===== src/rtl/adder_word_sequencer.sv =====
// adder_word_sequencer
//
// Multi-precision adder/subtractor. It reuses one 4-bit nibble add slice
// over NIBBLES cycles and ripples the carry from the LSB nibble to the MSB
// nibble. Subtraction is done as A + ~B + 1.
//
// Operands are accepted on a valid/ready handshake. Results are presented
// on a second valid/ready handshake and held under backpressure.
//
// Parameters:
//   NIBBLES      operand width in nibbles (W = 4*NIBBLES), 1..16
//
// Ports:
//   clk          clock, all state changes on the rising edge
//   rst_n        synchronous active-low reset
//   in_valid     operand request valid
//   in_ready     block can accept operands (IDLE)
//   in_a, in_b   operands, W bits
//   in_sub       1 = A-B, 0 = A+B
//   out_valid    result valid (DONE)
//   out_ready    consumer accepts result
//   out_sum      W-bit result, held until the next completion
//   out_carry    carry out of the MSB nibble (subtract: 1 = no borrow)
//   out_overflow two's-complement signed overflow
//   busy         high in RUN or DONE
//
// Optional build macro:
//   ADDSEQ_SATURATE_EN  clamps out_sum to the most positive or most
//                       negative value on signed overflow. out_carry and
//                       out_overflow still report the unclamped result.

module adder_word_sequencer #(
  parameter int NIBBLES = 4
) (
  input  logic                 clk,
  input  logic                 rst_n,
  input  logic                 in_valid,
  output logic                 in_ready,
  input  logic [4*NIBBLES-1:0] in_a,
  input  logic [4*NIBBLES-1:0] in_b,
  input  logic                 in_sub,
  output logic                 out_valid,
  input  logic                 out_ready,
  output logic [4*NIBBLES-1:0] out_sum,
  output logic                 out_carry,
  output logic                 out_overflow,
  output logic                 busy
);

  localparam int W  = 4 * NIBBLES;
  localparam int IW = (NIBBLES > 1) ? $clog2(NIBBLES) : 1;

  typedef enum logic [1:0] {
    IDLE,
    RUN,
    DONE
  } state_t;

  state_t state_q, state_d;

  // The latched operands shift right one nibble per RUN cycle. Because of
  // that, the nibble being added is always in bits [3:0].
  logic [W-1:0]  a_q;
  logic [W-1:0]  b_q;
  logic [W-1:0]  acc_q;
  logic          carry_q;
  logic [IW-1:0] idx_q;

  logic [W-1:0]  sum_q;
  logic          out_carry_q;
  logic          out_ovf_q;

  logic [4:0]    nib_add;
  logic [W+3:0]  acc_shift;
  logic [W+3:0]  a_shift;
  logic [W+3:0]  b_shift;
  logic [W-1:0]  acc_next;
  logic [W-1:0]  result;
  logic          last;
  logic          ovf_next;

  // Nibble slice and accumulator update. New sum nibbles enter at the top
  // of the accumulator and move down one nibble per cycle. After NIBBLES
  // cycles, the LSB nibble has reached bits [3:0].
  // On the last cycle, a_q[3] and b_q[3] are the sign bits of the latched
  // operands. That is why the overflow and saturation terms use those bits.
  always_comb begin
    nib_add   = {1'b0, a_q[3:0]} + {1'b0, b_q[3:0]} + {4'b0000, carry_q};
    acc_shift = {nib_add[3:0], acc_q};
    acc_next  = acc_shift[W+3:4];
    a_shift   = {4'b0000, a_q};
    b_shift   = {4'b0000, b_q};
    last      = (idx_q == IW'(NIBBLES - 1));
    ovf_next  = (a_q[3] == b_q[3]) && (nib_add[3] != a_q[3]);
    result    = acc_next;
`ifdef ADDSEQ_SATURATE_EN
    if (ovf_next) begin
      result = a_q[3] ? {1'b1, {(W-1){1'b0}}} : {1'b0, {(W-1){1'b1}}};
    end
`endif
  end

  // State register
  always_ff @(posedge clk) begin
    if (!rst_n) begin
      state_q <= IDLE;
    end else begin
      state_q <= state_d;
    end
  end

  // Next-state logic and handshake outputs. in_ready is low in DONE, so an
  // accept can never happen on the same edge that retires a result.
  always_comb begin
    state_d   = state_q;
    in_ready  = 1'b0;
    out_valid = 1'b0;
    busy      = 1'b1;
    case (state_q)
      IDLE: begin
        in_ready = 1'b1;
        busy     = 1'b0;
        if (in_valid) state_d = RUN;
      end
      RUN: begin
        if (last) state_d = DONE;
      end
      DONE: begin
        out_valid = 1'b1;
        if (out_ready) state_d = IDLE;
      end
      default: state_d = IDLE;
    endcase
  end

  // Operand latch, ripple datapath and result registers. The result
  // registers load only on the edge that enters DONE. They keep their
  // values in IDLE until the next completion.
  always_ff @(posedge clk) begin
    if (!rst_n) begin
      a_q         <= '0;
      b_q         <= '0;
      acc_q       <= '0;
      carry_q     <= 1'b0;
      idx_q       <= '0;
      sum_q       <= '0;
      out_carry_q <= 1'b0;
      out_ovf_q   <= 1'b0;
    end else begin
      case (state_q)
        IDLE: begin
          if (in_valid) begin
            a_q     <= in_a;
            b_q     <= in_b ^ {W{in_sub}};
            carry_q <= in_sub;
            idx_q   <= '0;
            acc_q   <= '0;
          end
        end
        RUN: begin
          a_q     <= a_shift[W+3:4];
          b_q     <= b_shift[W+3:4];
          acc_q   <= acc_next;
          carry_q <= nib_add[4];
          idx_q   <= idx_q + 1'b1;
          if (last) begin
            sum_q       <= result;
            out_carry_q <= nib_add[4];
            out_ovf_q   <= ovf_next;
          end
        end
        default: ;
      endcase
    end
  end

  assign out_sum      = sum_q;
  assign out_carry    = out_carry_q;
  assign out_overflow = out_ovf_q;

endmodule


===== config.mk =====
export PLATFORM = sky130hd
export DESIGN_NAME = adder_word_sequencer
export DESIGN_NICKNAME = d
export VERILOG_FILES = /design/src/rtl/adder_word_sequencer.sv
export SDC_FILE = /design/constraint.sdc
export NUM_CORES = 1
export LEC_CHECK = 0
export CORE_MARGIN = 1.5
export CORE_UTILIZATION = 46
export DETAILED_ROUTE_END_ITERATION = 6
export GPL_TIMING_DRIVEN = 0
export PLACE_DENSITY = 0.82
export REMOVE_ABC_BUFFERS = 1
export SKIP_CTS_REPAIR_TIMING = 1
export SYNTH_ARGS = -nofsm -noshare
export SYNTH_HDL_FRONTEND = slang
export SYNTH_SLANG_ARGS = --single-unit

===== constraint.sdc =====
create_clock -name clk -period 1.6 [get_ports clk]
set_clock_uncertainty 0.05 [all_clocks]
set_input_delay 0.32 -clock clk [delete_from_list [all_inputs] [get_ports clk]]
set_output_delay 0.32 -clock clk [all_outputs]
set_load 0.005 [all_outputs]

==> impl_metrics.xml, run 1 <==
<?xml version="1.0" encoding="UTF-8"?>
<metrics>
  <group name="status">
    <metric name="status" unit="">finished with violations</metric>
    <metric name="failed_checks" unit="">setup timing</metric>
  </group>
  <group name="setup_path">
    <metric name="critical_path_required" unit="ps">1780</metric>
    <metric name="critical_path.max_fanout" unit="">2</metric>
    <metric name="startpoint_kind_of_the_worst_setup_timing_path" unit="">register</metric>
    <metric name="arrival" unit="ps">1940</metric>
    <metric name="worstSetupPathType" unit="">register to register</metric>
    <metric name="worst_setup_path_end_kind" unit="">register</metric>
  </group>
  <group name="synth">
    <metric name="synth_sequential_area_ratio" unit="">0.445</metric>
    <metric name="syn_inst" unit="">326</metric>
    <metric name="synth.yosys.warnings" unit="">0</metric>
    <metric name="avgSynthCellArea" unit="sq um">9.24</metric>
    <metric name="post_synth_instance_area" unit="sq um">3010</metric>
    <metric name="ys_ff_latch" unit="">67</metric>
    <metric name="synth-edff-count" unit="">0</metric>
    <metric name="postSynth.asyncResetShare" unit="">0</metric>
    <metric name="yosysUniqueCellTypes" unit="">46</metric>
    <metric name="dominantRegCellSynth" unit="">dfxtp_1</metric>
  </group>
  <group name="floorplan">
    <metric name="design.die.area" unit="sq um">7040</metric>
    <metric name="core.rowCount" unit="">29</metric>
    <metric name="initial_cell_density_of_the_core" unit="">0.474</metric>
    <metric name="core_region_area" unit="sq um">6350</metric>
    <metric name="chipHeight" unit="microns">83.9</metric>
    <metric name="design.portCount" unit="">58</metric>
    <metric name="die-width" unit="microns">83.9</metric>
  </group>
  <group name="timing">
    <metric name="worstMarginPinSlew" unit="ps">900</metric>
    <metric name="drv_slew" unit="">0</metric>
    <metric name="fmax" unit="GHz">0.567</metric>
    <metric name="period_share" unit="">1.10</metric>
    <metric name="final.min_clock_period" unit="ps">1760</metric>
    <metric name="final_hold_vios" unit="">0</metric>
    <metric name="timing.final.ws_setup" unit="ps">-163</metric>
    <metric name="maxSlewHeadroom" unit="">0.399</metric>
    <metric name="setup_viol_count_final" unit="">10</metric>
    <metric name="grt_setup_unrepaired" unit="">true</metric>
  </group>
  <group name="pwr">
    <metric name="power.ir.vdd_worst" unit="mV">0.645</metric>
    <metric name="p_per_area" unit="nW/um^2">1030</metric>
    <metric name="internal_power" unit="uW">3100</metric>
    <metric name="power.static_leakage" unit="uW">0.00154</metric>
    <metric name="p_comb_frac" unit="">0.139</metric>
    <metric name="power.switching" unit="uW">1040</metric>
    <metric name="power.sequential.fraction" unit="">0.437</metric>
    <metric name="switching_share" unit="">0.251</metric>
    <metric name="power.total" unit="uW">4130</metric>
    <metric name="power_frac_clock" unit="">0.425</metric>
  </group>
  <group name="worst_hold_path">
    <metric name="tightest_hold_check_type" unit="">register to register</metric>
  </group>
  <group name="global_routing">
    <metric name="grt_pass1_vias" unit="">2425</metric>
    <metric name="grt_start_max_net_pins" unit="">52</metric>
    <metric name="overflow" unit="">0</metric>
    <metric name="antenna_found_initial" unit="">0</metric>
    <metric name="grt_use_total" unit="">0.190</metric>
    <metric name="grt_first_pass_wirelength" unit="microns">10900</metric>
  </group>
  <group name="drt">
    <metric name="ant_nets" unit="">0</metric>
    <metric name="via_per_inst" unit="">5.61</metric>
    <metric name="post-route-drc-count" unit="">0</metric>
    <metric name="first_pass_iters" unit="">4</metric>
    <metric name="dr_total_vias" unit="">2624</metric>
    <metric name="initialDrtViolationCount" unit="">244</metric>
    <metric name="routedWlPerCell" unit="microns">15.4</metric>
    <metric name="routed_wirelength" unit="microns">7190</metric>
  </group>
  <group name="final_layout">
    <metric name="insertedDiodeCount" unit="">0</metric>
    <metric name="layout-area-overhead-vs-synth" unit="%">33.6</metric>
    <metric name="design.final.nets" unit="">429</metric>
    <metric name="finalInstanceArea" unit="sq um">4020</metric>
    <metric name="layout-drive-gt1-share" unit="">0.171</metric>
  </group>
  <group name="clock_tree">
    <metric name="cts.clk_slew.worst_paths" unit="ps">70</metric>
    <metric name="clkSinkCount" unit="">67</metric>
    <metric name="cts_tree" unit="">yes</metric>
    <metric name="clock_insertion_delay_worst_skew" unit="ps">350</metric>
    <metric name="cts_made_buffers" unit="">9</metric>
    <metric name="cts.root.buffer_cell" unit="">clkbuf_8</metric>
    <metric name="cts_max_path_buffers" unit="">2</metric>
    <metric name="cts-htree-levels" unit="">3</metric>
  </group>
  <group name="placement">
    <metric name="place.gp.congestion" unit="">0.803</metric>
    <metric name="placed_cell_area" unit="sq um">3500</metric>
    <metric name="detailedPlacementHpwl" unit="microns">4020</metric>
    <metric name="portBuffers" unit="">57</metric>
  </group>
  <group name="job">
    <metric name="timing.max_cap.violations" unit="">0</metric>
  </group>
</metrics>
-- cells in the final DEF (no fill, tap or decap), types with 3 or more instances in the layout --
cell              n
a21oi_1          26
a22oi_1          30
and3_1            3
buf_4            11
buf_6             3
bufinv_16         3
clkbuf_8         10
clkdlybuf4s50_1  50
clkinvlp_4        3
dfxtp_1          62
dfxtp_2           3
dlymetal6s2s_1    4
ha_1              4
nand2_1          31
nand3_1          12
nor2_1           19
nor2b_1          14
o21ai_0          24
o2bb2ai_1        10
xor2_1           16
-- through the flow --
stage | util | hold slack, ps | worst slack (ps) | setup TNS, ps | cells
final | 0.633 | 405 | -163 | -765 | 468
after global routing | 0.633 | 426 | -209 | -1270 | 468
after CTS | 0.591 | 406 | -1560 | -49210 | 450
after detailed placement | 0.551 | 396 | -1170 | -49360 | 434
after global placement | 0.552 | 393 | -1650 | -74240 | 434
after floorplan | - | 382 | -372 | -11570 | 300
-- cell families after synthesis --
group                      Yosys count  synth area share
AOI/OAI and AO/OA                  113             0.255
xor gates and xnor gates            17            0.0494
adders and majority gates            6            0.0299
buffers and inverters               30            0.0627
DFF                                 67             0.445
muxes                                1           0.00332
and+or+nand+nor                     92             0.155
-- power by group through the flow --
stage	registers (uW)	clock network, uW	logic [uW]
floorplan	1840	0	267
global placement	1850	0	450
detailed placement	1860	0	464
CTS	1820	1760	467
global route	1820	1870	621
finish	1800	1760	573
-- routing by layer --
layer / track usage / vias up / part of all wire
met1: 0.231 / 1260 / 0.44
met5: 0 / - / 0
met3: 0.0485 / 15 / 0.049
met2: 0.316 / 70 / 0.50
li1: - / 1279 / -
met4: 0.0894 / 0 / 0.017
-- state kept, by name (all words and copies together), names as in the netlist --
| signal | cells |
|---|---|
| out_carry | 1 |
| a_q | 16 |
| carry_q | 1 |
| out_sum | 16 |
| idx_q | 2 |
| out_overflow | 1 |
| acc_q | 12 |
| state_q | 2 |
| b_q | 16 |
-- critical path, stage by stage, from the launching register on --
cell and delay (ps):
dfxtp_2 330, fa_2 420, fa_2 400, a21o_1 180, a21oi_2 200, o22ai_2 80
-- final timing paths --
path	from	to	slack (ps)	cells past startpoint
worst max-delay path	b_q[0]	carry_q	-160	5
worst min-delay path	out_sum[0]	out_sum[0]	400	2
worst max register to register	b_q[0]	carry_q	-160	5
worst min register to register	out_sum[0]	out_sum[0]	400	2
-- cell usage after synthesis, types with 3 or more instances --
cell / n / share of area
o2bb2ai_1: 11 / 0.032
xor2_1: 16 / 0.047
buf_2: 11 / 0.018
dfxtp_1: 67 / 0.45
a22oi_1: 31 / 0.077
and3_1: 3 / 0.0062
nor2b_1: 14 / 0.029
a21o_1: 3 / 0.0075
buf_6: 3 / 0.011
nor2_1: 20 / 0.025
a21oi_1: 28 / 0.047
ha_1: 4 / 0.017
nand3_1: 12 / 0.020
o21ai_0: 24 / 0.040
buf_4: 3 / 0.0075
inv_1: 4 / 0.0050
nand2_1: 32 / 0.040
clkbuf_1: 6 / 0.0075
-- final cells by class --
type | count | area [sq um]
fill | 514 | 2330
multi-input combinational | 230 | 1600
sequential | 67 | 1350
timing repair buffer | 72 | 689
clock buffer | 10 | 138
clock inverter | 6 | 113
tap | 77 | 96.3
inverter | 4 | 26.3
timing repair inverter | 2 | 10.0
(Power assumes the default switching activity.)
==> inputs of run 2 (changes only) <==
==> constraint.sdc (replaced) <==
create_clock -name clk -period 1.6 [get_ports clk]
set_clock_uncertainty 0.05 [all_clocks]
set_input_delay 0.24 -clock clk [delete_from_list [all_inputs] [get_ports clk]]
set_output_delay 0.24 -clock clk [all_outputs]
set_load 0.005 [all_outputs]
==> run 2 against run 1 <==
Worst setup slack worse by 28 ps. Hold slack hardly changed. Sequential power barely moved. Sequential share of layout area up 0.21 points. Count of clock-buffer cells in the layout stayed put. The run still ends with setup timing left. Non-clock buffer count is 2 lower. Maximum frequency shrank 1.6%. Largest power group unchanged. Core utilization down 0.51 points. Largest cell class unchanged. Register-to-register slack worse by 30 ps.
==> impl_metrics.xml, run 2 (synthesis gave the netlist of run 1 again) <==
<?xml version="1.0" encoding="UTF-8"?>
<metrics>
  <group name="status">
    <metric name="status" unit="">finished with violations</metric>
    <metric name="failed_checks" unit="">setup timing</metric>
  </group>
  <group name="drt">
    <metric name="first_pass_iters" unit="">4</metric>
    <metric name="post-route-drc-count" unit="">0</metric>
    <metric name="routed_wirelength" unit="microns">7040</metric>
    <metric name="dr_total_vias" unit="">2568</metric>
    <metric name="ant_nets" unit="">0</metric>
    <metric name="via_per_inst" unit="">5.51</metric>
    <metric name="initialDrtViolationCount" unit="">232</metric>
    <metric name="routedWlPerCell" unit="microns">15.1</metric>
  </group>
  <group name="timing">
    <metric name="fmax" unit="GHz">0.558</metric>
    <metric name="worstMarginPinSlew" unit="ps">906</metric>
    <metric name="grt_setup_unrepaired" unit="">true</metric>
    <metric name="final.min_clock_period" unit="ps">1790</metric>
    <metric name="maxSlewHeadroom" unit="">0.395</metric>
    <metric name="drv_slew" unit="">0</metric>
    <metric name="period_share" unit="">1.12</metric>
    <metric name="timing.final.ws_setup" unit="ps">-191</metric>
    <metric name="setup_viol_count_final" unit="">9</metric>
    <metric name="final_hold_vios" unit="">0</metric>
    <metric name="whs" unit="ps">405</metric>
  </group>
  <group name="global_routing">
    <metric name="overflow" unit="">0</metric>
    <metric name="grt_pass1_vias" unit="">2425</metric>
    <metric name="antenna_found_initial" unit="">0</metric>
    <metric name="global_route_met3_usage" unit="">0.0485</metric>
    <metric name="met1_usage" unit="">0.231</metric>
    <metric name="globalRouteMet2Util" unit="">0.316</metric>
    <metric name="globalRoute.busiestLayer" unit="">met2</metric>
    <metric name="grt_first_pass_wirelength" unit="microns">10900</metric>
    <metric name="grt_start_max_net_pins" unit="">52</metric>
    <metric name="grt_use_total" unit="">0.190</metric>
  </group>
  <group name="clock_tree">
    <metric name="clkSinkCount" unit="">67</metric>
    <metric name="cts_tree" unit="">yes</metric>
    <metric name="cts_made_buffers" unit="">9</metric>
    <metric name="clock_insertion_delay_worst_skew" unit="ps">350</metric>
    <metric name="cts.root.buffer_cell" unit="">clkbuf_8</metric>
    <metric name="cts_max_path_buffers" unit="">2</metric>
    <metric name="cts-htree-levels" unit="">3</metric>
    <metric name="cts.clk_slew.worst_paths" unit="ps">70</metric>
  </group>
  <group name="setup_path">
    <metric name="ff2ff_setup_slack" unit="ps">-190</metric>
    <metric name="max_stage_delay" unit="ps">420</metric>
    <metric name="critPathSlowestCell" unit="">fa_2</metric>
    <metric name="critical_path_required" unit="ps">1780</metric>
    <metric name="path_cells" unit="">fa_2 -&gt; fa_2 -&gt; a21o_1 -&gt; a21oi_2 -&gt; o22ai_2</metric>
    <metric name="most_frequent_cp_cell" unit="">fa_2</metric>
    <metric name="critical_path.max_fanout" unit="">2</metric>
    <metric name="arrival" unit="ps">1970</metric>
    <metric name="startpoint_kind_of_the_worst_setup_timing_path" unit="">register</metric>
    <metric name="worst_setup_path_end_kind" unit="">register</metric>
    <metric name="worstSetupPathType" unit="">register to register</metric>
  </group>
  <group name="floorplan">
    <metric name="core_region_area" unit="sq um">6350</metric>
    <metric name="chipHeight" unit="microns">83.9</metric>
    <metric name="core.rowCount" unit="">29</metric>
    <metric name="design.die.area" unit="sq um">7040</metric>
    <metric name="initial_cell_density_of_the_core" unit="">0.474</metric>
    <metric name="die-width" unit="microns">83.9</metric>
    <metric name="design.portCount" unit="">58</metric>
  </group>
  <group name="final_layout">
    <metric name="fin_util" unit="">0.628</metric>
    <metric name="instances_no_fill" unit="">466</metric>
    <metric name="layout-area-overhead-vs-synth" unit="%">32.5</metric>
    <metric name="insertedDiodeCount" unit="">0</metric>
    <metric name="finalInstanceArea" unit="sq um">3990</metric>
    <metric name="mostFrequentLayoutCells" unit="">dfxtp_1, clkdlybuf4s50_1, nand2_1</metric>
    <metric name="multi_input_gate_area" unit="sq um">1580</metric>
    <metric name="fill_cells" unit="">515</metric>
    <metric name="layout-drive-gt1-share" unit="">0.154</metric>
    <metric name="layout.cells.most_common" unit="">dfxtp_1</metric>
    <metric name="design.final.nets" unit="">427</metric>
    <metric name="register_area" unit="sq um">1350</metric>
  </group>
  <group name="placement">
    <metric name="place_inst" unit="">434</metric>
    <metric name="portBuffers" unit="">57</metric>
    <metric name="placed_cell_area" unit="sq um">3500</metric>
    <metric name="place.gp.congestion" unit="">0.803</metric>
    <metric name="detailedPlacementHpwl" unit="microns">4020</metric>
  </group>
  <group name="pwr">
    <metric name="power.ir.vdd_worst" unit="mV">0.648</metric>
    <metric name="power.static_leakage" unit="uW">0.00153</metric>
    <metric name="p_per_area" unit="nW/um^2">1030</metric>
  </group>
  <group name="job">
    <metric name="timing.max_cap.violations" unit="">0</metric>
  </group>
  <group name="worst_hold_path">
    <metric name="tightest_hold_check_type" unit="">register to register</metric>
  </group>
</metrics>
[run 2: cell types whose count changed in the layout (fill, tap and decap cells not counted)]
cell	change
dfxtp_2	-2
dfxtp_1	+2
buf_2	-1
nor2_4	-1
nor2_1	+1
a2111oi_2	+1
dlymetal6s2s_1	+1
buf_6	-2
clkbuf_2	-1
a2111oi_4	-1
clkdlybuf4s50_1	+1
[run 2: final cells by class]
cell class | count | share of cell area
Inverter | 4 | 0.00659
Clock buffer | 10 | 0.0345
Multi-Input combinational cell | 230 | 0.395
Sequential cell | 67 | 0.338
Timing Repair inverter | 2 | 0.00251
Clock inverter | 6 | 0.0282
Timing Repair Buffer | 70 | 0.170
Tap cell | 77 | 0.0241
[run 2: metal layers]
| metal | vias to the layer above | wire [microns] |
|---|---|---|
| met5 | - | 0 |
| met4 | 0 | 106 |
| met3 | 12 | 400 |
| met2 | 77 | 3530 |
| met1 | 1196 | 3000 |
| li1 | 1283 | - |
[run 2: path summary, 6_finish.rpt]
check,to,cells past startpoint,start
setup / recovery,carry_q,5,b_q[0]
hold / removal,out_sum[11],2,out_sum[11]
setup reg to reg,carry_q,5,b_q[0]
hold reg to reg,out_sum[11],2,out_sum[11]
[run 2: power breakdown]
part	internal [uW]	total [uW]	switching [uW]
sequential	1750	1800	56.4
combinational	269	564	296
clock	1080	1750	672
total	3100	4120	1020
[run 2: per-stage QoR]
step                setup WS, ps  setup TNS, ps  power (uW)
floorplan                   -372         -11410        2110
global placement           -1570         -68840        2300
detailed placement         -1090         -46730        2320
CTS                        -1480         -48970        4050
global route                -214          -1010        4300
finish                      -191           -663        4120
[run 2: worst max-delay path, delay by kind of cell, from the launching register on]
family | cells | cell delay [ps]
adders and majority gates | 2 | 820
AOI/OAI and AO/OA | 3 | 480
DFF | 1 | 330
